## src/rtl/ldpc_pkg.sv

```systemverilog
// Shared types and elaboration helpers for the LDPC encoder front end.
package ldpc_pkg;

  typedef enum logic {
    ST_IDLE = 1'b0,
    ST_XFER = 1'b1
  } state_t;

  function automatic int unsigned clog2(input int unsigned v);
    int unsigned r;
    r = 0;
    while ((64'd1 << r) < 64'(v)) r++;
    return r;
  endfunction

  // Information bits (k) for a "n,k" code-standard string; 0 if unknown.
  function automatic int unsigned code_info_bits(input string code);
    if (code == "1280,1024") return 1024;
    if (code == "2048,1024") return 1024;
    if (code == "8176,7154") return 7154;
    return 0;
  endfunction

endpackage

```

## src/rtl/ldpc_tag_fifo.sv

```systemverilog
// Owner-tag FIFO: one bit per codeblock in flight inside the encoder.
module ldpc_tag_fifo
  import ldpc_pkg::*;
#(
  parameter int unsigned depth = 4
) (
  input  logic clk,
  input  logic rst_n,
  input  logic push,
  input  logic push_data,
  input  logic pop,
  output logic full,
  output logic empty,
  output logic head
);

  localparam int unsigned ptr_w = (clog2(depth) > 0) ? clog2(depth) : 1;

  logic [depth-1:0] mem;
  logic [ptr_w-1:0] wr_ptr;
  logic [ptr_w-1:0] rd_ptr;
  logic [ptr_w:0]   count;
  logic             push_ok;
  logic             pop_ok;

  assign push_ok = push & ~full;
  assign pop_ok  = pop & ~empty;
  assign full    = (count == (ptr_w+1)'(depth));
  assign empty   = (count == '0);
  assign head    = mem[rd_ptr];

  always_ff @(posedge clk) begin
    if (push_ok) mem[wr_ptr] <= push_data;
  end

  always_ff @(posedge clk) begin
    if (!rst_n) begin
      wr_ptr <= '0;
      rd_ptr <= '0;
      count  <= '0;
    end else begin
      if (push_ok) wr_ptr <= wr_ptr + 1'b1;
      if (pop_ok)  rd_ptr <= rd_ptr + 1'b1;
      count <= count + (ptr_w+1)'(push_ok) - (ptr_w+1)'(pop_ok);
    end
  end

endmodule

```

## src/rtl/ldpc_frame_arbiter.sv

```systemverilog
// Codeblock-granular round-robin arbiter sharing one LDPC encoder between two sources.
// Optional per-channel output block counters: define LDPC_ARB_FRAME_CNT_EN.
module ldpc_frame_arbiter
  import ldpc_pkg::*;
#(
  parameter int unsigned width     = 8,
  parameter int unsigned info_bits = 1024,
  parameter int unsigned tag_depth = 4
) (
  input  logic             clk,
  input  logic             rst_n,
  input  logic [width-1:0] s0_axis_tdata,
  input  logic             s0_axis_tvalid,
  output logic             s0_axis_tready,
  input  logic [width-1:0] s1_axis_tdata,
  input  logic             s1_axis_tvalid,
  output logic             s1_axis_tready,
  output logic [width-1:0] enc_s_axis_tdata,
  output logic             enc_s_axis_tvalid,
  input  logic             enc_s_axis_tready,
  input  logic [width-1:0] enc_m_axis_tdata,
  input  logic             enc_m_axis_tvalid,
  input  logic             enc_m_axis_tlast,
  output logic             enc_m_axis_tready,
  output logic [width-1:0] m_axis_tdata,
  output logic             m_axis_tvalid,
  output logic             m_axis_tlast,
  output logic             m_axis_tuser,
  input  logic             m_axis_tready,
  output logic             busy
`ifdef LDPC_ARB_FRAME_CNT_EN
  ,
  output logic [15:0]      frame_cnt0,
  output logic [15:0]      frame_cnt1
`endif
);

  localparam int unsigned beats = info_bits / width;
  localparam int unsigned cnt_w = (clog2(beats) > 0) ? clog2(beats) : 1;

  // A block must be a whole number of beats and the tag FIFO a power of two.
  if ((info_bits % width) != 0 || info_bits < width) begin : g_bad_info_bits
    $fatal(1, "ldpc_frame_arbiter: info_bits must be a non-zero multiple of width");
  end
  if (tag_depth < 2 || (tag_depth & (tag_depth - 1)) != 0) begin : g_bad_tag_depth
    $fatal(1, "ldpc_frame_arbiter: tag_depth must be a power of two >= 2");
  end

  state_t           state;
  logic             sel;
  logic             last_grant;
  logic [cnt_w-1:0] beat_cnt;
  logic             fifo_full;
  logic             fifo_empty;
  logic             fifo_head;
  logic             grant;
  logic             grant_ch;
  logic             enc_hs;
  logic             pop;
  logic             xfer;

  assign xfer     = (state == ST_XFER);
  assign grant    = ~xfer & ~fifo_full & (s0_axis_tvalid | s1_axis_tvalid);
  // On a tie the channel that did not win last time goes next.
  assign grant_ch = (s0_axis_tvalid & s1_axis_tvalid) ? ~last_grant : s1_axis_tvalid;

  assign enc_s_axis_tdata  = sel ? s1_axis_tdata : s0_axis_tdata;
  assign enc_s_axis_tvalid = xfer & (sel ? s1_axis_tvalid : s0_axis_tvalid);
  assign s0_axis_tready    = xfer & ~sel & enc_s_axis_tready;
  assign s1_axis_tready    = xfer &  sel & enc_s_axis_tready;
  assign enc_hs            = enc_s_axis_tvalid & enc_s_axis_tready;
  assign busy              = xfer;

  // Encoder output is held off while no owner tag is available.
  assign m_axis_tdata      = enc_m_axis_tdata;
  assign m_axis_tlast      = enc_m_axis_tlast;
  assign m_axis_tvalid     = enc_m_axis_tvalid & ~fifo_empty;
  assign enc_m_axis_tready = m_axis_tready & ~fifo_empty;
  assign m_axis_tuser      = fifo_head;
  assign pop               = m_axis_tvalid & m_axis_tready & m_axis_tlast;

  always_ff @(posedge clk) begin
    if (!rst_n) begin
      state      <= ST_IDLE;
      sel        <= 1'b0;
      last_grant <= 1'b1;
      beat_cnt   <= '0;
    end else begin
      case (state)
        ST_IDLE: begin
          if (grant) begin
            sel   <= grant_ch;
            state <= ST_XFER;
          end
        end
        ST_XFER: begin
          if (enc_hs) begin
            if (beat_cnt == cnt_w'(beats - 1)) begin
              beat_cnt   <= '0;
              last_grant <= sel;
              state      <= ST_IDLE;
            end else begin
              beat_cnt <= beat_cnt + 1'b1;
            end
          end
        end
        default: state <= ST_IDLE;
      endcase
    end
  end

  ldpc_tag_fifo #(.depth(tag_depth)) u_tag_fifo (
    .clk       (clk),
    .rst_n     (rst_n),
    .push      (grant),
    .push_data (grant_ch),
    .pop       (pop),
    .full      (fifo_full),
    .empty     (fifo_empty),
    .head      (fifo_head)
  );

`ifdef LDPC_ARB_FRAME_CNT_EN
  always_ff @(posedge clk) begin
    if (!rst_n) begin
      frame_cnt0 <= '0;
      frame_cnt1 <= '0;
    end else if (pop) begin
      if (fifo_head) frame_cnt1 <= frame_cnt1 + 16'd1;
      else           frame_cnt0 <= frame_cnt0 + 16'd1;
    end
  end
`endif

endmodule

```

## config.mk

```make
export PLATFORM = sky130hd
export DESIGN_NAME = ldpc_frame_arbiter
export DESIGN_NICKNAME = d
export VERILOG_FILES = /design/src/rtl/ldpc_pkg.sv /design/src/rtl/ldpc_tag_fifo.sv /design/src/rtl/ldpc_frame_arbiter.sv
export SDC_FILE = /design/constraint.sdc
export NUM_CORES = 1
export LEC_CHECK = 0
export CAP_MARGIN = 15
export CORE_MARGIN = 3
export CORE_UTILIZATION = 40
export CTS_CLUSTER_SIZE = 30
export DETAILED_ROUTE_END_ITERATION = 7
export GPL_TIMING_DRIVEN = 0
export PLACE_DENSITY = 0.77
export SKIP_CTS_REPAIR_TIMING = 1
export SLEW_MARGIN = 40
export SYNTH_ARGS = -nofsm -noshare
export SYNTH_HDL_FRONTEND = slang
export SYNTH_SLANG_ARGS = --single-unit
```

## constraint.sdc

```tcl
create_clock -name clk -period 2.6 [get_ports clk]
set_input_delay 0.39 -clock clk [delete_from_list [all_inputs] [get_ports clk]]
set_output_delay 0.39 -clock clk [all_outputs]
set_load 0.1 [all_outputs]
```

# Word level (Yosys, flattened, before mapping)
# Index checks and enable logic that the tools add are counted.
[word_totals]
regBits = 21
inputBits = 32
out_inout_bits = 24
wordCells = 57
[classes]
add_sub_neg = 5
order_cmp = 3
eq_ne = 2
mux = 13
bitwise = 21
n_reduce_logical = 5
[ops]
columns = ["operator", "count"]
rows = [
  ["AND 1 bit", 15],
  ["2-to-1 mux 8 bit", 1],
  ["adder 7 x 1 -> 7 bit, second input constant", 1],
  ["== test 7 bit, second input constant", 1],
  ["2-to-1 mux 1 bit", 7],
  ["2-to-1 mux 7 bit", 1],
  ["< comparator 2 x 3 -> 1 bit, second input constant", 2],
  ["NOT 1 bit", 5],
  ["adder 2 x 1 -> 2 bit, second input constant", 2],
  ["bitwise mux 4 bit", 1],
  ["AND reduction 2 bit", 2],
  ["adder 3 x 1 -> 3 bit", 1],
  ["== test 3 bit, second input constant", 1],
  ["logical NOT 3 bit", 1],
  ["AND reduction 3 bit", 1],
  ["subtractor 3 x 1 -> 3 bit", 1],
  ["binary-select mux 1 bit (select 2 bit)", 1],
  ["demux 1 bit (select 2 bit)", 1],
  ["greater-or-equal comparator 2 x 1 -> 1 bit, second input constant", 1],
  ["case mux 1 bit (2 select lines)", 1],
  ["logical AND 1 bit", 1],
  ["OR 1 bit", 1],
]

# Logic depth before layout (Yosys ltp)
# Gate-level depths: netlist of run 1.
[depth]
ltp_word = 7
depth_mapped = 10
mapped_depth_nobuf = 10

# Cells and area by module
# A second synthesis of run 1 with hierarchy kept.
[unflattened]
cells_unflattened = 143
area_unflattened_um2 = 1360.1
[modules_own_cells]
columns = ["mod", "n_inst", "cells_per_inst", "area_each_um2", "seq_area_each_um2"]
rows = [
  ["ldpc_frame_arbiter", 1, 91, 774.5, 200.2],
  ["ldpc_tag_fifo", 1, 52, 585.6, 260.2],
]

# Least setup slack after synthesis of run 1
# Ideal clock, no wire load.
[synth_timing]
kind = "register to output"
start = "register state, in the netlist busy"
end = "output s0_axis_tready"
arrival_ps = 2544
required_time_ps = 2210
slack_ps = -334
path_stages_with_launch = 3
n_path_buf = 0
cell_sequence = "dfxtp_1 -> nand2_1 -> nor2_1"
[synth_via]
elab_chain_len = 2
[synth_lines]
columns = ["item", "line_no", "source"]
rows = [
  ["start, declared", "ldpc_frame_arbiter.sv:49", "state_t state;"],
  ["start signal, assigned", "ldpc_frame_arbiter.sv:84", "state <= ST_IDLE;"],
  ["start signal, assigned", "ldpc_frame_arbiter.sv:93", "state <= ST_XFER;"],
  ["start signal, assigned", "ldpc_frame_arbiter.sv:101", "state <= ST_IDLE;"],
  ["AND 1 bit (2 in series)", "ldpc_frame_arbiter.sv:69", "assign s0_axis_tready = xfer & ~sel & enc_s_axis_tready;"],
  ["end, declared", "ldpc_frame_arbiter.sv:14", "output logic s0_axis_tready,"],
]
# Every way passes these cells.

# Final worst setup path of run 1
[layout_timing]
start = "input s1_axis_tvalid"
end = "output enc_s_axis_tvalid"
[layout_via]
elab_chain_len = 2
[layout_lines]
columns = ["item", "line_no", "source"]
rows = [
  ["start, declared", "ldpc_frame_arbiter.sv:16", "input logic s1_axis_tvalid,"],
  ["2-to-1 mux 1 bit", "ldpc_frame_arbiter.sv:68", "assign enc_s_axis_tvalid = xfer & (sel ? s1_axis_tvalid : s0_axis_tvalid);"],
  ["AND 1 bit", "ldpc_frame_arbiter.sv:68", ""],
  ["end, declared", "ldpc_frame_arbiter.sv:19", "output logic enc_s_axis_tvalid,"],
]
# Every way passes these cells.

==> Flow_metrics.wiki, run 1 <==
{| class="wikitable"
! Metric !! Value
|-
| Status || finished, final reports clean
|-
| Final weighted congestion in routability-driven placement || around 0.75
|-
| Syn_nets || around 170
|-
| Number of antenna violations at the first check in global routing || 0
|-
| Post-route fraction of the period consumed by the critical path || 0.946
|-
| Post-synthesis sequential area ratio || 0.370
|-
| Clock root buffer master || sky130_fd_sc_hd__clkbuf_4
|-
| Headroom to the max-slew limit || 0.552
|-
| Mean instance size in the synthesized netlist || ~9.4 sq um
|-
| Worst Setup Slack post-DPL || a little under 80 ps
|-
| Class of the tightest hold or removal check || flip-flop to flip-flop
|-
| Cell row count || 19
|-
| Die area || roughly 3800 sq um
|-
| Worst setup path class || primary input to output port
|-
| Number of buffers created by CTS || 3
|-
| Post-layout total power || between 1000 and 1500 uW
|-
| Synth async-reset ratio || 0
|-
| Number of antenna-violating nets in the routed design || 0
|-
| Yosys top cell area share || 0.274
|-
| Synth-to-layout area growth || 34.3%
|-
| First-pass GRT wire length || 4.69 mm
|-
| Estimated wirelength of the detail-placed design || 2.36 mm
|-
| Ys flop type || sky130_fd_sc_hd__dfxtp_1
|-
| Total leakage power || between 0.0006 and 0.0007 uW
|-
| Share of post-route cells with drive strength above 1 || 0.288
|-
| 1st-pass router iterations || 4
|-
| Total Routed Length || approximately 2.9 mm
|-
| Number of synthesized flops with an enable pin || 4
|-
| Number of vias per cell || around 5.5
|-
| Most area-consuming cells after synthesis || sky130_fd_sc_hd__dfxtp_1, sky130_fd_sc_hd__edfxtp_1, sky130_fd_sc_hd__mux2_2, sky130_fd_sc_hd__ha_1, sky130_fd_sc_hd__buf_4
|-
| Die boundary width || 61.8 um
|-
| Achievable clock frequency || 0.407 GHz
|-
| Final count of pins violating max slew || 0
|-
| Synth cell types || 35
|-
| Count of unresolved DRC violations after routing || 0
|-
| Max-Cap Viols || 0
|-
| Slowest stage cell on the critical path || sky130_fd_sc_hd__mux2i_1
|-
| Global route total overflow || 0
|-
| Number of register bits inferred by synthesis || 21
|-
| Worst path max stage delay || 550 ps
|-
| Setup WS post-layout || between 100 and 150 ps
|-
| Post-layout minimum cycle time || roughly 2500 ps
|-
| Initial core utilization || 0.436
|-
| Net count of the finished layout || 225
|-
| Die Span Y || 61.8 um
|-
| Critical path fanouts, max || 10
|-
| Yosys warning count || 0
|-
| Cell Pwr Density || between 700 and 800 nW/um^2
|-
| Final-report hold violation count || 0
|-
| Final count of negative-setup-slack endpoints || 0
|-
| Maximum number of pins on one net before global-route repair || 13
|-
| WP data arrival || roughly 2100 ps
|-
| Number of antenna diodes || 0
|-
| Synthesized netlist cell count || 133
|-
| Clock Skew || between 10 and 15 ps
|-
| Aggregate global-route resource usage || 0.164
|-
| Most common cell in the netlist || sky130_fd_sc_hd__dfxtp_1
|-
| Endpoint type of the worst setup path || output port
|-
| Cell type with the highest aggregate area in the netlist || sky130_fd_sc_hd__dfxtp_1
|-
| Clock slew seen by the registers of the worst setup and hold paths || roughly 120 ps
|-
| Critical Path, Cell by Cell || clkdlybuf4s50_1, mux2i_1, buf_2, nor2_2, buf_2
|-
| Launching element type of the critical path || primary input
|-
| Skew-Pair Late Insertion Delay || 310 ps
|-
| Transition at the pin with the smallest max-transition slack || approximately 650 ps
|-
| Clock tree from TritonCTS || yes
|-
| Unrepaired setup endpoints after global routing || no
|-
| Worst supply voltage drop on vdd || 0.402 mV
|-
| Synth cell count leaders || sky130_fd_sc_hd__dfxtp_1, sky130_fd_sc_hd__a21oi_1, sky130_fd_sc_hd__buf_4, sky130_fd_sc_hd__inv_1
|-
| Maximum clock path buffer count || 2
|-
| Cell repeated most along the worst path || sky130_fd_sc_hd__buf_2
|-
| Number of sinks handled by clock tree synthesis || 21
|-
| Count of vias placed by the detailed router || between 1k and 1.5k
|-
| Ports placed on the boundary || 56
|-
| Port Buf Inserts || 47
|-
| Core box area || ~2900 sq um
|-
| Critical path data required time || approximately 2200 ps
|-
| Detailed-route wire length per cell || 13.5 um
|-
| Number of global-route vias before repair || between 1k and 1.5k
|-
| Final design instance area without fill || 1670 sq um
|-
| Cell area reported after detailed placement || ~1600 sq um
|-
| DRC marker count from the first detailed-route iteration || 69
|-
| Htree depth || 1
|-
| Synthesized area || about 1200 sq um
|}
-- path summary, 6_finish.rpt --
kind | start | endpoint | slack (ps) | cells past startpoint
min reg2reg | last_grant | last_grant | 500 | 2
max reg2reg | u_tag_fifo.count[1] | u_tag_fifo.count[2] | 260 | 10
max | s1_axis_tvalid | enc_s_axis_tvalid | 140 | 5
min | last_grant | last_grant | 500 | 2
-- stage by stage --
stage          utilization  setup TNS, ps  std cells  hold WS [ps]
2_1_floorplan            -              0        133           451
3_3_place_gp         0.616           -550        211           467
3_5_place_dp         0.574              0        211           481
4_1_cts              0.584              0        215           499
5_1_grt              0.586              0        215           537
6_report             0.586              0        215           497
-- report_power, final --
part           switching, uW  leakage [uW]  internal [uW]
Combinational            539      0.000489            193
Clock                   98.8     0.0000177           57.3
Sequential              60.7      0.000176            381
-- registers in the layout, indices dropped and copies added, names as in the netlist --
register	cells
beat_cnt	7
sel	1
u_tag_fifo.rd_ptr	2
u_tag_fifo.wr_ptr	2
last_grant	1
u_tag_fifo.count	3
busy	1
u_tag_fifo.mem	4
-- final cells by class --
class | count | area [sq um]
inverters | 10 | 37.5
repair buffers | 47 | 350
well taps | 31 | 38.8
multi-input cells | 90 | 676
plain buffers | 12 | 80.1
clock buffers | 3 | 22.5
flip-flops and latches | 21 | 460
fillers | 246 | 1180
clock inverters | 1 | 5.00
-- critical path, delay by kind of cell --
family                 cells  cell delay [ps]
muxes                      1              550
and+or+nand+nor            1               40
buffers and inverters      3             1080
-- metal layers --
metal	vias to the layer above	wire length, um	global-route usage	part of all wire
met3	6	231	0.0331	0.079
met1	534	1200	0.191	0.41
met4	0	47	0.0697	0.016
li1	581	-	-	-
met2	61	1430	0.293	0.49
met5	-	0	0	0
-- layout by cell type (no fill, tap or decap), types with 2 or more instances in the layout --
cell type                         synthesis  layout
sky130_fd_sc_hd__mux2_2                   8       8
sky130_fd_sc_hd__dfxtp_1                 17      17
sky130_fd_sc_hd__clkdlybuf4s50_1          0      23
sky130_fd_sc_hd__nand2_1                  4       4
sky130_fd_sc_hd__buf_2                    1      25
sky130_fd_sc_hd__clkbuf_1                 2       2
sky130_fd_sc_hd__o21ai_0                  8       8
sky130_fd_sc_hd__nand3_1                  7       7
sky130_fd_sc_hd__nand4_1                  2       2
sky130_fd_sc_hd__nor2_1                   6       4
sky130_fd_sc_hd__or3_1                    4       4
sky130_fd_sc_hd__clkbuf_4                 0       3
sky130_fd_sc_hd__and2_1                   2       2
sky130_fd_sc_hd__inv_1                    9       9
sky130_fd_sc_hd__ha_1                     7       7
sky130_fd_sc_hd__o31ai_1                  5       4
sky130_fd_sc_hd__a21oi_1                 12      12
sky130_fd_sc_hd__edfxtp_1                 4       4
sky130_fd_sc_hd__nor2_2                   0       2
sky130_fd_sc_hd__or4_1                    5       5
sky130_fd_sc_hd__and3_1                   5       5
sky130_fd_sc_hd__buf_4                    9       9
-- logic make-up (layout without fill, tap and decap cells) --
logic type	after synthesis	after routing	synth area share
simple gates	39	39	0.178
compound gates	32	32	0.165
buf+inv	22	73	0.0946
flops	21	21	0.370
mux	10	10	0.0986
fa+ha+maj	8	8	0.0865
xor+xnor	1	1	0.00704
Note: power is estimated with default switching activity, not from simulation.
==> run 2, diff against run 1 <==
--- a/config.mk
+++ b/config.mk
@@ -5,7 +5,7 @@
 export SDC_FILE = /design/constraint.sdc
 export NUM_CORES = 1
 export LEC_CHECK = 0
-export CAP_MARGIN = 15
+export CAP_MARGIN = 40
 export CORE_MARGIN = 3
 export CORE_UTILIZATION = 40
 export CTS_CLUSTER_SIZE = 30
==> results of run 2 <==
No change in the layout: final DEF, timing and power equal those of run 1.
